$ cat config.mk
export PLATFORM = sky130hd
export DESIGN_NAME = ttl_latch_bank_ctrl_flat
export DESIGN_NICKNAME = d
export VERILOG_FILES = /design/src/rtl/ttl_latch_ctrl_pkg.sv /design/src/rtl/ttl_latch_bank_ctrl_if.sv /design/src/rtl/ttl_rr_arb2.sv /design/src/rtl/ttl_latch_bank_ctrl.sv /design/src/flat_wrapper.sv
export SDC_FILE = /design/constraint.sdc
export NUM_CORES = 1
export LEC_CHECK = 0
export ABC_AREA = 1
export ABC_CLOCK_PERIOD_IN_PS = 1300
export BUFFER_PORTS_ARGS = -buffer_cell sky130_fd_sc_hd__buf_2
export CORE_ASPECT_RATIO = 1.1
export CORE_MARGIN = 3
export CORE_UTILIZATION = 40
export CTS_BUF_LIST = sky130_fd_sc_hd__clkbuf_16
export DETAILED_ROUTE_END_ITERATION = 10
export PLACE_DENSITY = 0.78
export SLEW_MARGIN = 20
export SYNTH_ARGS = -nofsm -noshare
export SYNTH_HDL_FRONTEND = slang
export SYNTH_HIERARCHICAL = 1
export SYNTH_SLANG_ARGS = --single-unit
$ cat constraint.sdc
create_clock -name Clk -period 1.3 [get_ports Clk]
set_input_delay 0.26 -clock Clk [delete_from_list [all_inputs] [get_ports Clk]]
set_output_delay 0.26 -clock Clk [all_outputs]
set_load 0.05 [all_outputs]
$ cat src/rtl/ttl_latch_ctrl_pkg.sv
// Shared types and default sizing for the latch-bank write sequencer.
package ttl_latch_ctrl_pkg;

    localparam int unsigned NREG_DEF = 8;
    localparam int unsigned DW_DEF   = 8;

    typedef enum logic [2:0] {
        IDLE    = 3'd0,
        SETUP   = 3'd1,
        STROBE  = 3'd2,
        RELEASE = 3'd3,
        CLEAR   = 3'd4
    } state_t;

endpackage

$ cat src/rtl/ttl_latch_bank_ctrl_if.sv
// Requester side and latch-bank side signals of the latch-bank controller.
interface ttl_latch_bank_ctrl_if #(
    parameter int unsigned NREG = 8,
    parameter int unsigned DW   = 8
);
    localparam int unsigned AW = $clog2(NREG);

    logic [1:0]      req;
    logic [AW-1:0]   addr0;
    logic [AW-1:0]   addr1;
    logic [DW-1:0]   data0;
    logic [DW-1:0]   data1;
    logic [1:0]      ack;
    logic            clr_stb;
    logic [DW-1:0]   latch_d;
    logic [NREG-1:0] latch_cen;
    logic            latch_clrn;
    logic            busy;

    modport master (
        output req, addr0, addr1, data0, data1, clr_stb,
        input  ack, latch_d, latch_cen, latch_clrn, busy
    );

    modport slave (
        input  req, addr0, addr1, data0, data1, clr_stb,
        output ack, latch_d, latch_cen, latch_clrn, busy
    );
endinterface

$ cat src/rtl/ttl_rr_arb2.sv
// Two-way round-robin arbiter; a tie goes to the port not granted last.
module ttl_rr_arb2 (
    input  logic       Clk,
    input  logic       RESETn,
    input  logic [1:0] req,
    input  logic       advance,
    output logic       grant_valid,
    output logic       grant_idx
);
    logic last_grant;

    assign grant_valid = |req;
    assign grant_idx   = (&req) ? ~last_grant : req[1];

    // Reset to port 1 so port 0 wins the first tie.
    always_ff @(posedge Clk) begin
        if (!RESETn)
            last_grant <= 1'b1;
        else if (advance)
            last_grant <= grant_idx;
    end
endmodule

$ cat src/rtl/ttl_latch_bank_ctrl.sv
// Write sequencer for a bank of 74273-style latches: arbitrates two byte
// writers and shapes each Cen strobe low-high-low around a one-cycle pulse.
module ttl_latch_bank_ctrl
    import ttl_latch_ctrl_pkg::*;
#(
    parameter int unsigned NREG = NREG_DEF,
    parameter int unsigned DW   = DW_DEF
) (
    input  logic                  Clk,
    input  logic                  RESETn,
    ttl_latch_bank_ctrl_if.slave  bus
);
    localparam int unsigned AW = $clog2(NREG);

    state_t          state;
    logic [AW-1:0]   cap_addr;
    logic            cap_grant;
    logic            clr_pend;
    logic [1:0]      ack_q;
    logic [DW-1:0]   d_q;
    logic [NREG-1:0] cen_q;
    logic            clrn_q;
    logic            busy_q;

    logic            grant_valid;
    logic            grant_idx;
    logic            advance;

    assign advance = (state == IDLE) && !clr_pend && grant_valid;

    ttl_rr_arb2 u_arb (
        .Clk         (Clk),
        .RESETn      (RESETn),
        .req         (bus.req),
        .advance     (advance),
        .grant_valid (grant_valid),
        .grant_idx   (grant_idx)
    );

    assign bus.ack        = ack_q;
    assign bus.latch_d    = d_q;
    assign bus.latch_cen  = cen_q;
    assign bus.latch_clrn = clrn_q;
    assign bus.busy       = busy_q;

    // Sequencer; every output is set for the state being entered.
    always_ff @(posedge Clk) begin
        if (!RESETn) begin
            state     <= IDLE;
            cap_addr  <= '0;
            cap_grant <= 1'b0;
            clr_pend  <= 1'b0;
            ack_q     <= '0;
            d_q       <= '0;
            cen_q     <= '0;
            clrn_q    <= 1'b1;
            busy_q    <= 1'b0;
        end else begin
            ack_q  <= '0;
            cen_q  <= '0;
            clrn_q <= 1'b1;

            // A clear request arriving while in CLEAR merges into that clear.
            if (state == CLEAR)
                clr_pend <= 1'b0;
            else if (bus.clr_stb)
                clr_pend <= 1'b1;

            unique case (state)
                IDLE: begin
                    if (clr_pend) begin
                        state  <= CLEAR;
                        clrn_q <= 1'b0;
                        busy_q <= 1'b1;
                    end else if (grant_valid) begin
                        state     <= SETUP;
                        cap_grant <= grant_idx;
                        cap_addr  <= grant_idx ? bus.addr1 : bus.addr0;
                        d_q       <= grant_idx ? bus.data1 : bus.data0;
                        busy_q    <= 1'b1;
                    end else begin
                        busy_q <= bus.clr_stb;
                    end
                end
                SETUP: begin
                    state  <= STROBE;
                    cen_q  <= NREG'(1) << cap_addr;
                    busy_q <= 1'b1;
                end
                STROBE: begin
                    state  <= RELEASE;
                    ack_q  <= cap_grant ? 2'b10 : 2'b01;
                    busy_q <= 1'b1;
                end
                RELEASE: begin
                    state  <= IDLE;
                    busy_q <= clr_pend | bus.clr_stb;
                end
                CLEAR: begin
                    state  <= IDLE;
                    busy_q <= 1'b0;
                end
                default: begin
                    state  <= IDLE;
                    busy_q <= 1'b0;
                end
            endcase
        end
    end
endmodule

$ cat src/flat_wrapper.sv
// flat-port wrapper written by rule: the top's interface ports become plain ports
module ttl_latch_bank_ctrl_flat import ttl_latch_ctrl_pkg::*;
#(
    parameter int unsigned NREG = NREG_DEF,
    parameter int unsigned DW   = DW_DEF
)
  (Clk, RESETn, bus_req, bus_addr0, bus_addr1, bus_data0, bus_data1, bus_clr_stb, bus_ack, bus_latch_d, bus_latch_cen, bus_latch_clrn, bus_busy);
  ttl_latch_bank_ctrl_if #(.NREG(NREG), .DW(DW)) bus_i ();
  input  logic Clk;
  input  logic RESETn;
  input wire logic [$bits(bus_i.req)-1:0] bus_req;
  input wire logic [$bits(bus_i.addr0)-1:0] bus_addr0;
  input wire logic [$bits(bus_i.addr1)-1:0] bus_addr1;
  input wire logic [$bits(bus_i.data0)-1:0] bus_data0;
  input wire logic [$bits(bus_i.data1)-1:0] bus_data1;
  input wire logic [$bits(bus_i.clr_stb)-1:0] bus_clr_stb;
  output wire logic [$bits(bus_i.ack)-1:0] bus_ack;
  output wire logic [$bits(bus_i.latch_d)-1:0] bus_latch_d;
  output wire logic [$bits(bus_i.latch_cen)-1:0] bus_latch_cen;
  output wire logic [$bits(bus_i.latch_clrn)-1:0] bus_latch_clrn;
  output wire logic [$bits(bus_i.busy)-1:0] bus_busy;
  assign bus_i.req = bus_req;
  assign bus_i.addr0 = bus_addr0;
  assign bus_i.addr1 = bus_addr1;
  assign bus_i.data0 = bus_data0;
  assign bus_i.data1 = bus_data1;
  assign bus_i.clr_stb = bus_clr_stb;
  assign bus_ack = bus_i.ack;
  assign bus_latch_d = bus_i.latch_d;
  assign bus_latch_cen = bus_i.latch_cen;
  assign bus_latch_clrn = bus_i.latch_clrn;
  assign bus_busy = bus_i.busy;
  ttl_latch_bank_ctrl #(.NREG(NREG), .DW(DW)) u_core (.Clk(Clk), .RESETn(RESETn), .bus(bus_i));
endmodule
# Yosys cells after proc, flatten, opt, wreduce, memory -nomap -nowiden
# Cells that the tools add are included.
[totals]
out_inout_bits = 20
regBits = 29
elab_cells = 43
in_bits = 27
[classes]
n_eq_ne = 5
n_shift = 1
reduce_logical = 12
bitwise_logic = 4
muxes = 11
[ops]
columns = ["cell", "n"]
rows = [
  ["$mux W3", 3],
  ["$pmux W3 S3", 1],
  ["$mux W8", 1],
  ["$reduce_and A2 Y1", 4],
  ["$shl A1 B3 Y8 const A", 1],
  ["$eq A3 B2 Y1 const B", 2],
  ["$reduce_or A2 Y1", 3],
  ["$mux W1", 4],
  ["$eq A3 B1 Y1 const B", 1],
  ["$eq A3 B3 Y1 const B", 1],
  ["$logic_not A3 Y1", 1],
  ["$ne A3 B1 Y1 const B", 1],
  ["$not A1 Y1", 3],
  ["$pmux W1 S3", 1],
  ["$reduce_and A3 Y1", 1],
  ["$logic_and A1 B1 Y1", 2],
  ["$mux W2", 1],
  ["$logic_not A1 Y1", 1],
  ["$or A1 B1 Y1", 1],
]

# Longest topological paths before layout
[depth]
word_depth = 4
ltp_mapped = 7
mapped_depth_nobuf = 6

# Cells and area by module
# The synthesis kept the hierarchy.
[by_module_without_submodules]
columns = ["module", "cells_each", "area_per_inst_um2", "seq_area_each_um2", "n_inst"]
rows = [
  ["ttl_latch_bank_ctrl", 146, 1152.4, 560.5, 1],
  ["ttl_rr_arb2", 9, 58.8, 20.0, 1],
]

# Least setup slack after synthesis
# Ideal clock, no wire load.
[synth_timing]
path_type = "flip-flop to flip-flop"
start = "reg u_core.u_arb.last_grant"
end = "reg u_core.d_q[1], in the netlist u_core/bus.latch_d[1]"
path_stages_with_launch = 6
path_buffers = 1
slack_ns = 0.137
t_arrival_ns = 1.049
path_cell_list = "dfxtp_1 a21boi_1 buf_2 o21ai_0 nor2_4 nor2_2"
[synth_via]
elab_chain_len = 3
[synth_rtl]
columns = ["item", "line", "rtl"]
rows = [
  ["start, declared", "ttl_rr_arb2.sv:10", "logic last_grant;"],
  ["start signal, assigned", "ttl_rr_arb2.sv:20", "last_grant <= grant_idx;"],
  ["$not A1 Y1", "ttl_rr_arb2.sv:13", "assign grant_idx = (&req) ? ~last_grant : req[1];"],
  ["$mux W1", "ttl_rr_arb2.sv:13", ""],
  ["named net u_core.grant_idx", "ttl_latch_bank_ctrl.sv:26", "logic grant_idx;"],
  ["$mux W8", "ttl_latch_bank_ctrl.sv:79", "d_q <= grant_idx ? bus.data1 : bus.data0;"],
  ["end signal, assigned", "ttl_latch_bank_ctrl.sv:79", ""],
  ["end, declared", "ttl_latch_bank_ctrl.sv:20", "logic [DW-1:0] d_q;"],
]
# The timed path passes the listed nets, and every way through them passes these cells.
# A chain may end at the register's enable or synchronous reset.

# Worst setup path after layout
[layout_timing]
start = "reg u_core.state[2]"
end = "reg u_core.d_q[3], in the netlist u_core/bus.latch_d[3]"
[layout_via]
elab_chain_len = 2
[layout_rtl]
columns = ["item", "line", "rtl"]
rows = [
  ["start, declared", "ttl_latch_bank_ctrl.sv:15", "state_t state;"],
  ["start signal, assigned", "ttl_latch_bank_ctrl.sv:49", "state <= IDLE;"],
  ["start signal, assigned", "ttl_latch_bank_ctrl.sv:72", "state <= CLEAR;"],
  ["start signal, assigned", "ttl_latch_bank_ctrl.sv:76", "state <= SETUP;"],
  ["$logic_not A3 Y1", "ttl_latch_bank_ctrl.sv:69", "unique case (state)"],
  ["$reduce_and A3 Y1 (no line)", "-", ""],
]
# Every way passes these cells.

==> flow_metrics.py <==
metrics = {
    "clocking": {
        "cts.htree.levels": 2,
        "cts.reportedPaths.clkPinSlew_ns": 0.05,
        "tritoncts_buffer_count": 5,
        "clock_tree_from_tritoncts": "done",
        "clock_sink_count": 29,
        "cts-root-to-sink-buffers": 2,
        "post_cts_resized": 0,
        "cts_root_buffer": "sky130_fd_sc_hd__clkbuf_16",
        "insertion_delay_ns": 0.27,
    },
    "route": {
        "initialDrtViolationCount": 15,
        "drt.antenna.violating_nets": 0,
        "drt_wl_total_mm": 2.36,
        "vias_per_cell": 4.48,
        "drcViolationCount": 0,
        "drt-wirelength-per-cell_um": 9.76,
        "routed-via-count": 1085,
        "drt-pass1-iter-count": 4,
    },
    "sta": {
        "tightestPinTransition_ns": 0.320,
        "finalHoldViolCount": 0,
        "clock.fmax_mhz": 867,
        "tns_ns": 0,
        "hold-worst-slack_ns": 0.249,
        "setup_viol": 0,
        "timing.clock.skew_ns": 0.00412,
        "max_slew_margin_pct": 78.5,
        "rsz0062_at_grt": "no",
        "timing.final.crit_share_pct": 88.7,
        "fin_crit_ns": 1.15,
        "final-max-slew-violation-count": 0,
        "timing.final.ws_setup_ns": 0.146,
    },
    "worst_hold_path": {
        "hold_path_startpoint": "bus_req[1]",
        "hold_path.class": "in2reg",
        "hold_path_depth": 3,
        "hold_path_end": "u_core/u_arb/last_grant",
    },
    "setup_path": {
        "setup.worst_path.class": "reg2reg",
        "cp-end-kind": "flip-flop",
        "r2r_setup_slack_ns": 0.15,
        "crit-reg2reg-launch": "u_core/state[2]",
        "worst-path-max-fanout": 12,
        "arrival_ns": 1.31,
        "worstSetupStartpointType": "flip-flop",
        "cp_data_required_time_ns": 1.46,
        "worstRegToRegCells": 6,
        "regToRegEndpoint": "u_core/bus.latch_d[3]",
    },
    "synth": {
        "post-synth-top-count-cell": "sky130_fd_sc_hd__dfxtp_1",
        "fraction_of_synthesized_area_in_multiplexers_pct": 0,
        "post_synth_main_area_contributors": "sky130_fd_sc_hd__dfxtp_1, sky130_fd_sc_hd__inv_1, sky130_fd_sc_hd__nand2_1",
        "synth_area_um2": 1210,
        "synthDominantCellAreaShare_pct": 47.9,
        "synth_top_family_by_area": "simple AND/OR/NAND/NOR gates",
        "ys.flop_type": "sky130_fd_sc_hd__dfxtp_1",
        "post_synth_most_frequent_cells": "sky130_fd_sc_hd__dfxtp_1, sky130_fd_sc_hd__inv_1, sky130_fd_sc_hd__nand2_1",
        "synth_fp_nets": 182,
        "synth.yosys.seq_area_share_pct": 47.9,
        "synth.ff_latch_count": 29,
        "synth_warnings": 6,
        "synth-xor-area-share_pct": 0,
        "gate_count_after_technology_mapping": 155,
        "synth-simple-area-share_pct": 29.8,
        "synth-compound-area-share_pct": 11.7,
        "synth_async_sr_flop_share_pct": 0,
        "synth-edff-count": 0,
        "ys_types": 24,
        "syn_area_per_cell_um2": 7.81,
        "share_of_synthesized_cell_area_in_full_adder_half_adder_and_majority_cells_pct": 0,
        "synthDominantAreaCellType": "sky130_fd_sc_hd__dfxtp_1",
    },
    "layout": {
        "layout.nets": 235,
        "drive_above_1_share_pct": 36.8,
        "final_util_pct": 58.3,
        "areaGrowthSynthToFinish_pct": 36.1,
        "insertedDiodeCount": 0,
    },
    "die": {
        "die_w_um": 58.5,
        "die_area_um2": 3720,
        "design.core.area_um2": 2830,
        "top_level_ports": 47,
        "rows": 20,
        "start_util_pct": 42.8,
        "die_height_um": 63.7,
    },
    "global_route": {
        "grt_util_all_layers_pct": 13.8,
        "wire_length_of_the_first_global_routing_pass_mm": 3.83,
        "initial_antenna_violation_count": 0,
        "globalRoute.totalOverflow": 0,
        "grt_pass1_vias": 955,
        "maximum_number_of_pins_on_one_net_before_global_route_repair": 24,
    },
    "power_and_ir_drop": {
        "worst_ir_drop_vdd_mv": 1.12,
        "total_power_uw": 2830,
        "leakagePower_uw": 0.000825,
        "p_per_area_nw_per_um2": 1720,
    },
    "placement": {
        "dp_worst_setup_slack_ns": 0.0470,
        "place_hpwl_mm": 1.71,
        "placement.io_buffers": 46,
        "place_congestion": 0.813,
    },
    "run": {
        "drv.max_cap_violation_count": 0,
    },
    "run_status": {
        "status": "complete, no violations",
    },
}
==> layout by cell type, fill, tap and decap left out, drive strengths merged, types with 2 or more instances in the layout <==
cell	netlist	layout
clkinv	0	2
buf	4	51
nor2	29	29
inv	23	23
nor3	14	14
dfxtp	29	29
a21oi	2	2
o21ai	24	24
nand3	3	3
clkbuf	1	5
nand2	23	23
==> through the flow <==
stage	cells	cell area, um^2
5_1_grt	242	1650
3_3_place_gp	231	1470
2_1_floorplan	155	1210
6_report	242	1650
3_5_place_dp	231	1470
4_1_cts	239	1610
==> per-layer routing <==
layer	vias up	routed length (um)	global-route usage (%)
met1	451	1020	14.6
met3	4	183	5.94
met5	-	0	0
met4	0	44	8.70
li1	592	-	-
met2	38	1120	22.1
==> power breakdown <==
part / total, uW / internal, uW / leakage, uW / switching, uW
registers: 1060 / 988 / 0.000238 / 68.6
logic: 705 / 230 / 0.000518 / 475
clock network: 1070 / 698 / 0.0000696 / 374
total: 2830 / 1920 / 0.000825 / 918
==> how the worst max path moves through the flow <==
stage | start | endpoint | slack (ns) | depth (start not counted)
floorplan | u_core/u_arb/last_grant | u_core/bus.latch_d[1] | 0.14 | 5
global placement | bus_req[0] | u_core/bus.latch_d[1] | 0.07 | 6
detailed placement | bus_req[0] | u_core/bus.latch_d[3] | 0.05 | 7
CTS | u_core/state[2] | u_core/bus.latch_d[3] | 0.11 | 6
global route | u_core/state[0] | u_core/bus.latch_d[2] | 0.04 | 6
finish | u_core/state[2] | u_core/bus.latch_d[3] | 0.15 | 6
==> critical path: stages, from the launching register on <==
cell and delay [ns]:
sky130_fd_sc_hd__dfxtp_1 0.33, sky130_fd_sc_hd__nor2_4 0.15, sky130_fd_sc_hd__nand2_4 0.09, sky130_fd_sc_hd__nor2_8 0.20, sky130_fd_sc_hd__inv_4 0.12, sky130_fd_sc_hd__nor2_1 0.11, sky130_fd_sc_hd__nor2_1 0.05
==> logic make-up after synthesis <==
group | after synthesis
simple gates | 71
buf+inv | 28
flops | 29
compound gates | 27
==> registers in the layout, indices dropped and copies added (netlist names) <==
name	flops
u_core/clr_pend	1
u_core/bus.busy	1
u_core/state	3
u_core/bus.ack	2
u_core/bus.latch_d	8
u_core/u_arb/last_grant	1
u_core/cap_addr	3
u_core/cap_grant	1
u_core/bus.latch_clrn	1
u_core/bus.latch_cen	8
==> what timing repair did <==
action | 4_1_cts | 5_1_grt
hold buffers | 0 | 0
setup endpoints to repair | 0 | 1
buffers inserted | 0 | 3
==> layout make-up <==
cell class              count  area, um^2
clock inverters             3        17.5
repair buffers             51         293
clock buffers               5         125
fillers                   264        1180
multi-input cells          98         502
inverters                  23        88.8
well taps                  33        41.3
flip-flops and latches     29         581
Note: power is estimated with default switching activity, not from simulation.
